$ cat config.mk
export PLATFORM = sky130hd
export DESIGN_NAME = rf_read_sched
export DESIGN_NICKNAME = d
export VERILOG_FILES = /design/src/rtl/rf_pkg.sv /design/src/rtl/rr_arbiter.sv /design/src/rtl/rf_read_sched.sv
export SDC_FILE = /design/constraint.sdc
export NUM_CORES = 1
export LEC_CHECK = 0
export ABC_CLOCK_PERIOD_IN_PS = 3800
export BUFFER_PORTS_ARGS = -buffer_cell sky130_fd_sc_hd__buf_2
export CAP_MARGIN = 25
export CELL_PAD_IN_SITES_DETAIL_PLACEMENT = 2
export CELL_PAD_IN_SITES_GLOBAL_PLACEMENT = 2
export CORE_MARGIN = 10
export CORE_UTILIZATION = 27
export CTS_CLUSTER_SIZE = 24
export DETAILED_ROUTE_END_ITERATION = 6
export PLACE_DENSITY = 0.89
export SETUP_SLACK_MARGIN = 0.02
export SYNTH_ARGS = -nofsm -noshare
export SYNTH_HDL_FRONTEND = slang
export SYNTH_SLANG_ARGS = --single-unit
$ cat constraint.sdc
create_clock -name clk -period 3.8 [get_ports clk]
set_input_delay 0.38 -clock clk [delete_from_list [all_inputs] [get_ports clk]]
set_output_delay 0.38 -clock clk [all_outputs]
set_load 0.05 [all_outputs]
$ cat src/rtl/rf_pkg.sv
// rf_pkg: shared widths and FSM state encoding for the register-file read scheduler
package rf_pkg;
    localparam int RF_IDX_W  = 5;
    localparam int RF_DATA_W = 32;
    typedef enum logic [1:0] {IDLE, ISSUE, RESP} rf_state_t;
endpackage

$ cat src/rtl/rr_arbiter.sv
// rr_arbiter: one-hot round-robin grant, search starts at ptr and wraps
module rr_arbiter #(
    parameter int N = 4
) (
    input  logic [N-1:0]         req,
    input  logic [$clog2(N)-1:0] ptr,
    output logic [N-1:0]         gnt
);
    localparam int IW = $clog2(N);
    logic [IW-1:0] idx;
    // walk offsets from farthest to nearest so the nearest requester overwrites the grant
    always_comb begin
        gnt = '0;
        idx = '0;
        for (int k = N - 1; k >= 0; k--) begin
            idx = IW'((int'(ptr) + k) % N);
            if (req[idx]) begin
                gnt = '0;
                gnt[idx] = 1'b1;
            end
        end
    end
endmodule

$ cat src/rtl/rf_read_sched.sv
// rf_read_sched: arbitrates requesters onto a shared register-file read port and returns masked data
module rf_read_sched
    import rf_pkg::*;
#(
    parameter int NREQ   = 4,
    parameter int TO_CYC = 4
) (
    input  logic                     clk,
    input  logic                     rst_n,
    input  logic [NREQ-1:0]          req_valid,
    input  logic [RF_IDX_W*NREQ-1:0] req_rs1,
    input  logic [RF_IDX_W*NREQ-1:0] req_rs2,
    input  logic [NREQ-1:0]          req_two,
    output logic [NREQ-1:0]          req_ready,
    output logic                     rf_read_en,
    output logic [RF_IDX_W-1:0]      rf_selrs1,
    output logic [RF_IDX_W-1:0]      rf_selrs2,
    output logic                     rf_reg_select,
    input  logic [RF_DATA_W-1:0]     rf_data1,
    input  logic [RF_DATA_W-1:0]     rf_data2,
    input  logic                     rf_complete,
    output logic                     rsp_valid,
    input  logic                     rsp_ready,
    output logic [$clog2(NREQ)-1:0]  rsp_id,
    output logic [RF_DATA_W-1:0]     rsp_data1,
    output logic [RF_DATA_W-1:0]     rsp_data2,
    output logic                     rsp_err,
    output logic                     busy
);
    localparam int IW = $clog2(NREQ);
    localparam int CW = $clog2(TO_CYC + 1);

    rf_state_t     state;
    logic [IW-1:0] ptr;
    logic [IW-1:0] gidx;
    logic [NREQ-1:0] gnt;
    logic [CW-1:0] cnt;

    rr_arbiter #(.N(NREQ)) u_arb (.req(req_valid), .ptr(ptr), .gnt(gnt));

    // encode the one-hot grant into a requester index
    always_comb begin
        gidx = '0;
        for (int k = 0; k < NREQ; k++)
            if (gnt[k]) gidx = IW'(k);
    end

    assign req_ready = (state == IDLE && rst_n) ? gnt : '0;
    assign busy      = state != IDLE;

    // the select registers double as the latched request while in ISSUE
    always_ff @(posedge clk or negedge rst_n) begin
        if (!rst_n) begin
            state         <= IDLE;
            ptr           <= '0;
            cnt           <= '0;
            rf_read_en    <= 1'b0;
            rf_selrs1     <= '0;
            rf_selrs2     <= '0;
            rf_reg_select <= 1'b0;
            rsp_valid     <= 1'b0;
            rsp_id        <= '0;
            rsp_data1     <= '0;
            rsp_data2     <= '0;
            rsp_err       <= 1'b0;
        end else begin
            case (state)
                IDLE: if (|req_valid) begin
                    state         <= ISSUE;
                    ptr           <= (gidx == IW'(NREQ - 1)) ? '0 : gidx + 1'b1;
                    cnt           <= '0;
                    rf_read_en    <= 1'b1;
                    rf_selrs1     <= req_rs1[RF_IDX_W*gidx +: RF_IDX_W];
                    rf_selrs2     <= req_rs2[RF_IDX_W*gidx +: RF_IDX_W];
                    rf_reg_select <= req_two[gidx];
                    rsp_id        <= gidx;
                end
                ISSUE: if (rf_complete || cnt == CW'(TO_CYC - 1)) begin
                    state         <= RESP;
                    rf_read_en    <= 1'b0;
                    rf_selrs1     <= '0;
                    rf_selrs2     <= '0;
                    rf_reg_select <= 1'b0;
                    rsp_valid     <= 1'b1;
                    rsp_err       <= !rf_complete;
                    rsp_data1     <= (!rf_complete || rf_selrs1 == '0) ? '0 : rf_data1;
                    rsp_data2     <= (!rf_complete || !rf_reg_select || rf_selrs2 == '0) ? '0 : rf_data2;
                end else begin
                    cnt <= cnt + 1'b1;
                end
                RESP: if (rsp_ready) begin
                    state     <= IDLE;
                    rsp_valid <= 1'b0;
                end
                default: state <= IDLE;
            endcase
        end
    end
endmodule

==> metrics, run 1 <==
top cells by area, synth=dfrtp_1 55%, a22o_1 14%, ha_1 2.9%, a22oi_1 2.3%, mux4_2 2.3%; final std cells w/o fill=712; via/cell ratio=5.07; Slowest cell on crit path=dfrtp_1; antenna violations before repair=1; Syn. warnings=0; status=complete, no violations; setup TNS=0 ns; Synth Area in Compound Gates=24.7%; Worst slew margin=40.4%; die area=0.0198 sq mm; Primary FF master, synth=dfrtp_1; DIE WIDTH=141 um; core region area=0.0144 sq mm; # hold bufs at CTS=0; dpl cells=697; Post-DRT Antenna Nets=0; Final Hold Fails=0; vias in the first global route=4194; Die Y=141 um; fillcell total=1596; critical path data required time=3.42 ns; final period utilization=90.0%; hold slack=0.0245 ns; Vias=3608; first-pass GRT wire length=24800 um; Initial Util=27.3%; maxcap violations=0; IO buf count=200; DR DRC count=0; Synth Area in XOR/XNOR=0%; layout cells sized above 1=45.1%; crit path DAT=3.04 ns; Setup crit end kind=primary output; routed len/inst=21.7 um; post-layout net count=649; placer's final routability congestion estimate=0.803; commonest cells after routing, fill and taps aside=199 x buf_2, 86 x dfrtp_1, 64 x a22o_1; Inserted Diodes=0; max frequency=292 MHz; Synth Register Bits=87; delay-heaviest family, CP=flip-flops; clk_skew=0.00716 ns; most common cell after layout, fill and taps aside=buf_2; post-synthesis sequential area ratio=55.4%; critical path peak fanout=14; Static Leak=2.76 nW; Final Max Tran Viols=0; CTS Buffer Depth=2; Util after Layout=37.7%; Crit Path Category=reg2out; post-DP HPWL=12000 um; row count=44; clk slew on worst S/H paths=0.06 ns; total gr overflow=0; maximum vdd drop=393 uV; H-Tree Depth=3; Worst-Skew Late Latency=0.34 ns; RSZ-0062 raised after global routing=false; Place WS=0.565 ns; Sequential cell area=0.00218 sq mm; leading area contributor after synthesis=dfrtp_1; setup slack after layout=0.379 ns; largest family of logic cells by synthesized area=compound AO/OA/AOI/OAI gates; Synthesized Nets=456; post-synthesis mux area share=3.38%; Post-Synth Simple-Gate Area=9.88%; async set or reset register ratio after synthesis=100%; largest net degree at the start of global routing=50; Post-Synthesis Cells=331; First-pass DRT Iterations=4; Syn Area/Cell=11.9 sq um; power per cell area=1160 mW/mm^2; critical path cell sequence=inv_1 -> ha_1 -> mux4_2 -> a221o_1 -> o31ai_2 -> and2_4 -> nor2_1 -> buf_2; 1st-iter DRT viols=145; TritonCTS clock tree=done; worst slew pin tran=0.891 ns; GRT Util Overall=15.5%; total clock sinks=87; Period minus WS final=3.42 ns; mapped cell area=0.00393 sq mm; slowest stage delay, CP=0.57 ns; Multi-input gate area=0.00162 sq mm; final wirelength=15400 um; synth unique cells=38; Startpoint Class=register; EDFF count, synth=0; area grow syn2layout=37.8%; Yosys top cell area share=55.4%; class of the worst hold path=in2async; CTS buffer count=9; Buf/Inv on CP=2; Root Driver=clkbuf_16; setup violators final=0; adder-cell share of the synthesized area=2.87%; io pins=201
## cell type report
cell class	instances	share of cell area, %
sequential	87	40.2
multi-input combinational	211	30.0
timing repair buffer	207	19.5
tap	184	4.25
clock buffer	9	4.16
clock inverter	6	1.32
inverter	8	0.555
## worst reg2reg max path: cells and delay by family (launching register included)
family / cells / cell delay (ns)
AOI/OAI and AO/OA: 4 / 0.95
adders and majority gates: 1 / 0.42
buffers and inverters: 2 / 0.38
DFF: 1 / 0.57
muxes: 1 / 0.43
and+or+nand+nor: 1 / 0.10
## sequential cells by signal, indices dropped and copies added, names as in the netlist
signal,cells
ptr,2
cnt,3
rf_reg_select,1
rf_selrs1,5
rf_read_en,1
rsp_err,1
rsp_data2,32
rsp_id,2
rsp_valid,1
state,2
rsp_data1,32
rf_selrs2,5
## repair_timing
action	4_1_cts	5_1_grt
setup endpoints to repair	0	1
resized for setup	0	1
setup buffers	0	0
## Yosys cell counts, types with 2 or more instances
cell type	n
buf_6	2
a22o_1	64
mux2_2	2
nand3b_1	4
nand2b_1	2
a21oi_1	9
nor2_1	12
clkbuf_1	17
o21bai_1	11
and2_1	2
nor3b_1	12
ha_1	9
a22oi_1	12
o31ai_1	11
buf_2	5
mux4_2	4
mux2i_1	2
o21ai_0	6
inv_1	8
nor2b_1	3
nor3_1	13
nand2_1	16
nand3_1	4
dfrtp_1	87
## cells by family (layout without fill, tap and decap cells)
| group | Yosys count | after routing |
|---|---|---|
| AOI/OAI and AO/OA | 122 | 122 |
| DFF | 87 | 87 |
| and+or+nand+nor | 72 | 72 |
| buffers and inverters | 33 | 230 |
| adders and majority gates | 9 | 9 |
| muxes | 8 | 8 |
## per-layer routing
metal	up-vias	global-route usage, %	share of wire, %
li1	1629	-	-
met1	1798	18.9	44
met5	-	0	0.058
met2	157	24.9	47
met4	2	3.97	1.7
met3	22	6.28	7.9
## final timing paths
path | cells past startpoint | to | slack (ns) | startpoint
worst max-delay path | 8 | req_ready[2] | 0.38 | ptr[1]$_DFFE_PN0P_
worst min-delay path | 1 | rsp_data2[9]$_DFFE_PN0P_ | 0.02 | rst_n
worst max register to register | 9 | ptr[0]$_DFFE_PN0P_ | 0.83 | ptr[1]$_DFFE_PN0P_
worst min register to register | 2 | rf_read_en$_DFFE_PN0P_ | 0.47 | rf_read_en$_DFFE_PN0P_
max in group asynchronous | 2 | rsp_data2[18]$_DFFE_PN0P_ | 2.73 | rst_n
min in group clk | 2 | rsp_data1[6]$_DFFE_PN0P_ | 0.26 | rf_data1[6]
## power by group
group	switching (mW)	total, mW	leakage, nW	internal (mW)
Combinational	2.69	3.77	1.51	1.08
Sequential	0.291	1.65	1.12	1.36
Clock	0.371	0.881	0.138	0.510
## stage by stage
stage	total power [mW]	area, sq um
2_1_floorplan	4.43	3930
3_3_place_gp	5.29	5120
3_5_place_dp	5.49	5120
4_1_cts	6.42	5410
5_1_grt	6.73	5410
6_report	6.30	5410
Power figures use the tool's default switching activity.
==> run 2: changes to the inputs <==
--- a/config.mk
+++ b/config.mk
@@ -8,3 +8,2 @@
 export ABC_CLOCK_PERIOD_IN_PS = 3800
-export BUFFER_PORTS_ARGS = -buffer_cell sky130_fd_sc_hd__buf_2
 export CAP_MARGIN = 25
@@ -13,6 +12,7 @@
 export CORE_MARGIN = 10
-export CORE_UTILIZATION = 27
+export CORE_UTILIZATION = 37
 export CTS_CLUSTER_SIZE = 24
 export DETAILED_ROUTE_END_ITERATION = 6
-export PLACE_DENSITY = 0.89
+export DONT_BUFFER_PORTS = 1
+export PLACE_DENSITY = 0.87
 export SETUP_SLACK_MARGIN = 0.02
==> constraint.sdc (replaced) <==
create_clock -name clk -period 3.8 [get_ports clk]
set_input_delay 1.14 -clock clk [delete_from_list [all_inputs] [get_ports clk]]
set_output_delay 1.14 -clock clk [all_outputs]
set_load 0.05 [all_outputs]
==> run 2 against run 1 <==
Against the previous run:
- first-iteration DRC count up 110%
- clock skew up 0.0064 ns
- core utilization up 4.8 points
- count of clock-buffer cells in the layout up 1
- non-clock buffer count down 193
- final cell count down 34%
- die area down 23%
- critical path type is now in2out
==> metrics, run 2 (same netlist as run 1, synthesis figures left out) <==
status=complete, no violations; worst slew pin tran=0.693 ns (-0.198 ns); slowest stage delay, CP=0.48 ns (-0.09 ns); Period minus WS final=3.71 ns (+0.288 ns); die area=0.0151 sq mm (-23%); clk slew on worst S/H paths=0.09 ns (+0.03 ns); crit path DAT=2.57 ns (-0.47 ns); final wirelength=13100 um (-15%); total gr overflow=0 (unchanged); class of the worst hold path=in2async; H-Tree Depth=3 (unchanged); Final Hold Fails=0 (unchanged); # hold bufs at CTS=0 (unchanged); met2 WL=6710 um (-7.1%); largest net degree at the start of global routing=89 (+78%); setup violators final=0 (unchanged); critical path cell sequence=mux4_2 -> buf_4 -> nor3b_1 -> a221o_2 -> nor2_4 -> buf_12; Crit Path Category=in2out; Inserted Diodes=0 (unchanged); 1st-iter DRT viols=298 (+110%); DR DRC count=0 (unchanged); post-DP HPWL=9800 um (-18%); Vias=2830 (-22%); vias in the first global route=3168 (-24%); final std cells w/o fill=472 (-34%); Setup crit end kind=primary output; Initial Util=38.0% (+11 points); Worst-Skew Late Latency=0.36 ns (+0.02 ns); core region area=0.0103 sq mm (-28%); clk_skew=0.0135 ns (+0.00636 ns); Root Driver=clkbuf_8; CTS Buffer Depth=2 (unchanged); via/cell ratio=6.00 (+18%); First-pass DRT Iterations=4 (unchanged); DIE WIDTH=123 um (-13%); first-pass GRT wire length=19400 um (-22%); critical path data required time=2.66 ns (-0.76 ns); routed len/inst=27.8 um (+28%); TritonCTS clock tree=done; row count=37 (-16%); Die Y=123 um (-13%); layout cells sized above 1=15.2% (-30 points); final period utilization=97.6% (+7.6 points); Slowest cell on crit path=mux4_2; dpl cells=455 (-35%); maxcap violations=0 (unchanged); GRT Util Overall=16.5% (+1.0 points); Worst slew margin=53.7% (+13 points); wl on met1=4770 um (-29%); Post-DRT Antenna Nets=0 (unchanged); post-layout net count=456 (-30%); Startpoint Class=primary input; CTS buffer count=9 (unchanged); DR top layer=met4; most common cell after layout, fill and taps aside=dfrtp_1; r2r worst-path depth=9 (unchanged); Levels on crit path=6 (-2); commonest cells after routing, fill and taps aside=87 x dfrtp_1, 64 x a22o_1, 16 x nand2_1; RSZ-0062 raised after global routing=true; critical path peak fanout=7 (-7); antenna violations before repair=0 (-1); metal3 WL=1490 um (+23%); area grow syn2layout=11.6%; Regs by FF count=rsp_data1 (32), rsp_data2 (32); max frequency=270 MHz (-7.8%); io pins=201 (unchanged); IO buf count=0 (-100%); delay-heaviest family, CP=multiplexers; total clock sinks=87 (unchanged); Final Max Tran Viols=0 (unchanged); placer's final routability congestion estimate=0.824 (+2.6%); Buf/Inv on CP=2 (unchanged)
## run 2: per-layer routing
metal  track usage, %  up-vias
li1                 -     1243
met1             18.3     1435
met2             28.1      143
met3             6.70        9
met4             5.90        0
met5                0        -
## run 2: path summary, 6_finish.rpt
kind,start,to,slack (ns)
worst max-delay path,req_valid[2],req_ready[3],0.09
worst min-delay path,rst_n,rsp_data2[2]$_DFFE_PN0P_,0.47
worst max register to register,ptr[1]$_DFFE_PN0P_,ptr[0]$_DFFE_PN0P_,1.13
worst min register to register,cnt[0]$_DFFE_PN0P_,cnt[0]$_DFFE_PN0P_,0.52
max in group asynchronous,rst_n,rsp_data2[20]$_DFFE_PN0P_,3.11
min in group clk,cnt[0]$_DFFE_PN0P_,cnt[0]$_DFFE_PN0P_,0.52
## run 2: what timing repair did
item,in CTS,in global routing
pin swaps,0,0
setup endpoints to repair,1,3
resized for setup,0,6
setup buffers,1,0
endpoints found under the hold margin,0,0
## run 2: layout make-up
type	count	area [sq um]
clock buffers	10	138
clock inverters	6	66.3
fillers	1062	5940
inverters	8	30.0
multi-input cells	211	1660
flip-flops and latches	87	2180
well taps	136	170
repair buffers	14	143
## run 2: through the flow
stage                     cell area (sq um)  util [%]  setup TNS, ns  setup slack, ns  hold WS [ns]
after floorplan                        3940         -              0          0.00172         0.465
after global placement                 4150      40.2              0           0.0483         0.488
after detailed placement               4150      40.2              0           0.0210         0.502
after CTS                              4360      42.2              0           0.0803         0.442
after global routing                   4380      42.5        -0.0104          -0.0104         0.434
final                                  4380      42.5              0           0.0912         0.469
Power of run 2 is not shown: default switching activity piles up to over one toggle a cycle in this logic, so the estimate is an artifact.
==> run 3: changes to the inputs <==
Settings changed: CORE_UTILIZATION 37 to 35, PLACE_DENSITY 0.87 to 0.83, SLEW_MARGIN set to 20.
==> run 3 against run 2 <==
Against the previous run:
- via count is 0.92% higher
- hold slack better by 0.032 ns
- non-clock buffer count stayed put
- fmax is 1.1% lower
- global-route usage is 0.19 points lower
- routed wire length is 2.2% higher
- critical endpoint unchanged
- highest routed layer unchanged
==> metrics, run 3 (same netlist as run 1, synthesis figures left out) <==
Inserted Diodes=0 (unchanged); via/cell ratio=6.00 (about the same); r2r worst-path depth=9 (unchanged); Crit Path Category=in2out; reg2reg end=rf_selrs2[0]$_DFFE_PN0P_; Post-DRT Antenna Nets=0 (unchanged); post-DP HPWL=10200 um (+3.8%); max frequency=267 MHz (-1.1%); IO buf count=0 (unchanged); Worst slew margin=54.3% (+0.63 points); Period minus WS final=3.75 ns (+0.0431 ns); crit path DAT=2.61 ns (+0.04 ns); DIE WIDTH=126 um (+2.4%); post-layout net count=456 (unchanged); CP Launch Point=req_valid[2]; largest net degree at the start of global routing=89 (unchanged); Die Y=126 um (+2.4%); Final Max Tran Viols=0 (unchanged); placer's final routability congestion estimate=0.835 (+1.3%); Regs by FF count=rsp_data1 (32), rsp_data2 (32); layout cells sized above 1=14.3% (-0.89 points); Worst-Skew Late Latency=0.33 ns (-0.03 ns); area grow syn2layout=14.4%; Initial Util=35.9% (-2.1 points); CTS Buffer Depth=2 (unchanged); total gr overflow=0 (unchanged); final wirelength=13400 um (+2.2%); Util after Layout=41.1% (-1.4 points); die area=0.0159 sq mm (+4.8%); most common cell after layout, fill and taps aside=dfrtp_1; Setup crit end kind=primary output; final period utilization=98.7% (+1.1 points); Vias=2856 (+0.92%); status=complete, no violations; TritonCTS clock tree=done; # hold bufs at CTS=0 (unchanged); GRT Util Overall=16.3% (-0.19 points); FF-to-FF setup slack=0.96 ns (-0.17 ns); row count=38 (+2.7%); routed len/inst=28.2 um (+1.3%); first-pass GRT wire length=20700 um (+6.6%); io pins=201 (unchanged); First-pass DRT Iterations=4 (unchanged); vias in the first global route=3193 (+0.79%); core region area=0.0109 sq mm (+5.9%); clk_skew=0.00794 ns (-0.00559 ns); DR DRC count=0 (unchanged); total clock sinks=87 (unchanged); antenna violations before repair=0 (unchanged); maxcap violations=0 (unchanged); 1st-iter DRT viols=176 (-41%); Root Driver=clkbuf_16; commonest cells after routing, fill and taps aside=87 x dfrtp_1, 64 x a22o_1, 16 x nand2_1; reg-to-reg startpoint=ptr[0]$_DFFE_PN0P_; class of the worst hold path=in2async; CTS buffer count=9 (unchanged); worst slew pin tran=0.683 ns (-0.00937 ns); fillcell total=1090 (+2.6%); setup violators final=0 (unchanged); H-Tree Depth=3 (unchanged); critical path peak fanout=7 (unchanged); clk slew on worst S/H paths=0.06 ns (-0.03 ns); Final Hold Fails=0 (unchanged); RSZ-0062 raised after global routing=true; Startpoint Class=primary input; critical path data required time=2.66 ns (about the same)
-- run 3: repair_timing --
action                                 4_1_cts  5_1_grt
resized for setup                            1        1
setup buffers                                1        0
setup endpoints to repair                    1        3
endpoints found under the hold margin        0        0
gates cloned                                 0        0
-- run 3: area by class of cell --
cell class                      instances  area, sq um  share of cell area, %
Sequential cell                        87         2180                   48.5
Multi-Input combinational cell        211         1650                   36.6
Clock buffer                           10          229                   5.10
Tap cell                              140          175                   3.90
Timing Repair Buffer                   14          143                   3.17
Clock inverter                          6         92.6                   2.06
Inverter                                8         30.0                  0.668
-- run 3: worst max path at each step --
stage | end | slack, ns
6_report | req_ready[3] | 0.05
3_5_place_dp | req_ready[2] | -0.09
5_1_grt | req_ready[2] | -0.02
2_1_floorplan | req_ready[2] | 0.002
3_3_place_gp | req_ready[2] | 0.03
4_1_cts | req_ready[2] | 0.05
-- run 3: layer usage --
metal | global-route usage [%] | vias to the layer above | wire length [um]
met5 | 0 | - | 0
met4 | 4.15 | 0 | 151
met3 | 9.27 | 10 | 1730
met2 | 26.6 | 150 | 6500
met1 | 18.1 | 1449 | 5030
li1 | - | 1247 | -
-- run 3: critical path, stage by stage --
cell     delay (ns)
mux4_2         0.48
buf_4          0.18
nor3b_1        0.14
a221o_2        0.35
nor2_2         0.16
buf_12         0.16
-- run 3: through the flow --
stage,cell area (sq um),setup slack [ns],hold slack (ns),instances,setup TNS (ns)
after global placement,4150,0.0284,0.487,459,0
final,4490,0.0481,0.502,476,0
after CTS,4490,0.0497,0.489,476,0
after detailed placement,4150,-0.0887,0.507,459,-0.0887
after global routing,4490,-0.0175,0.475,476,-0.0207
after floorplan,3940,0.00172,0.465,331,0
Power of run 3 is left out for the same reason.
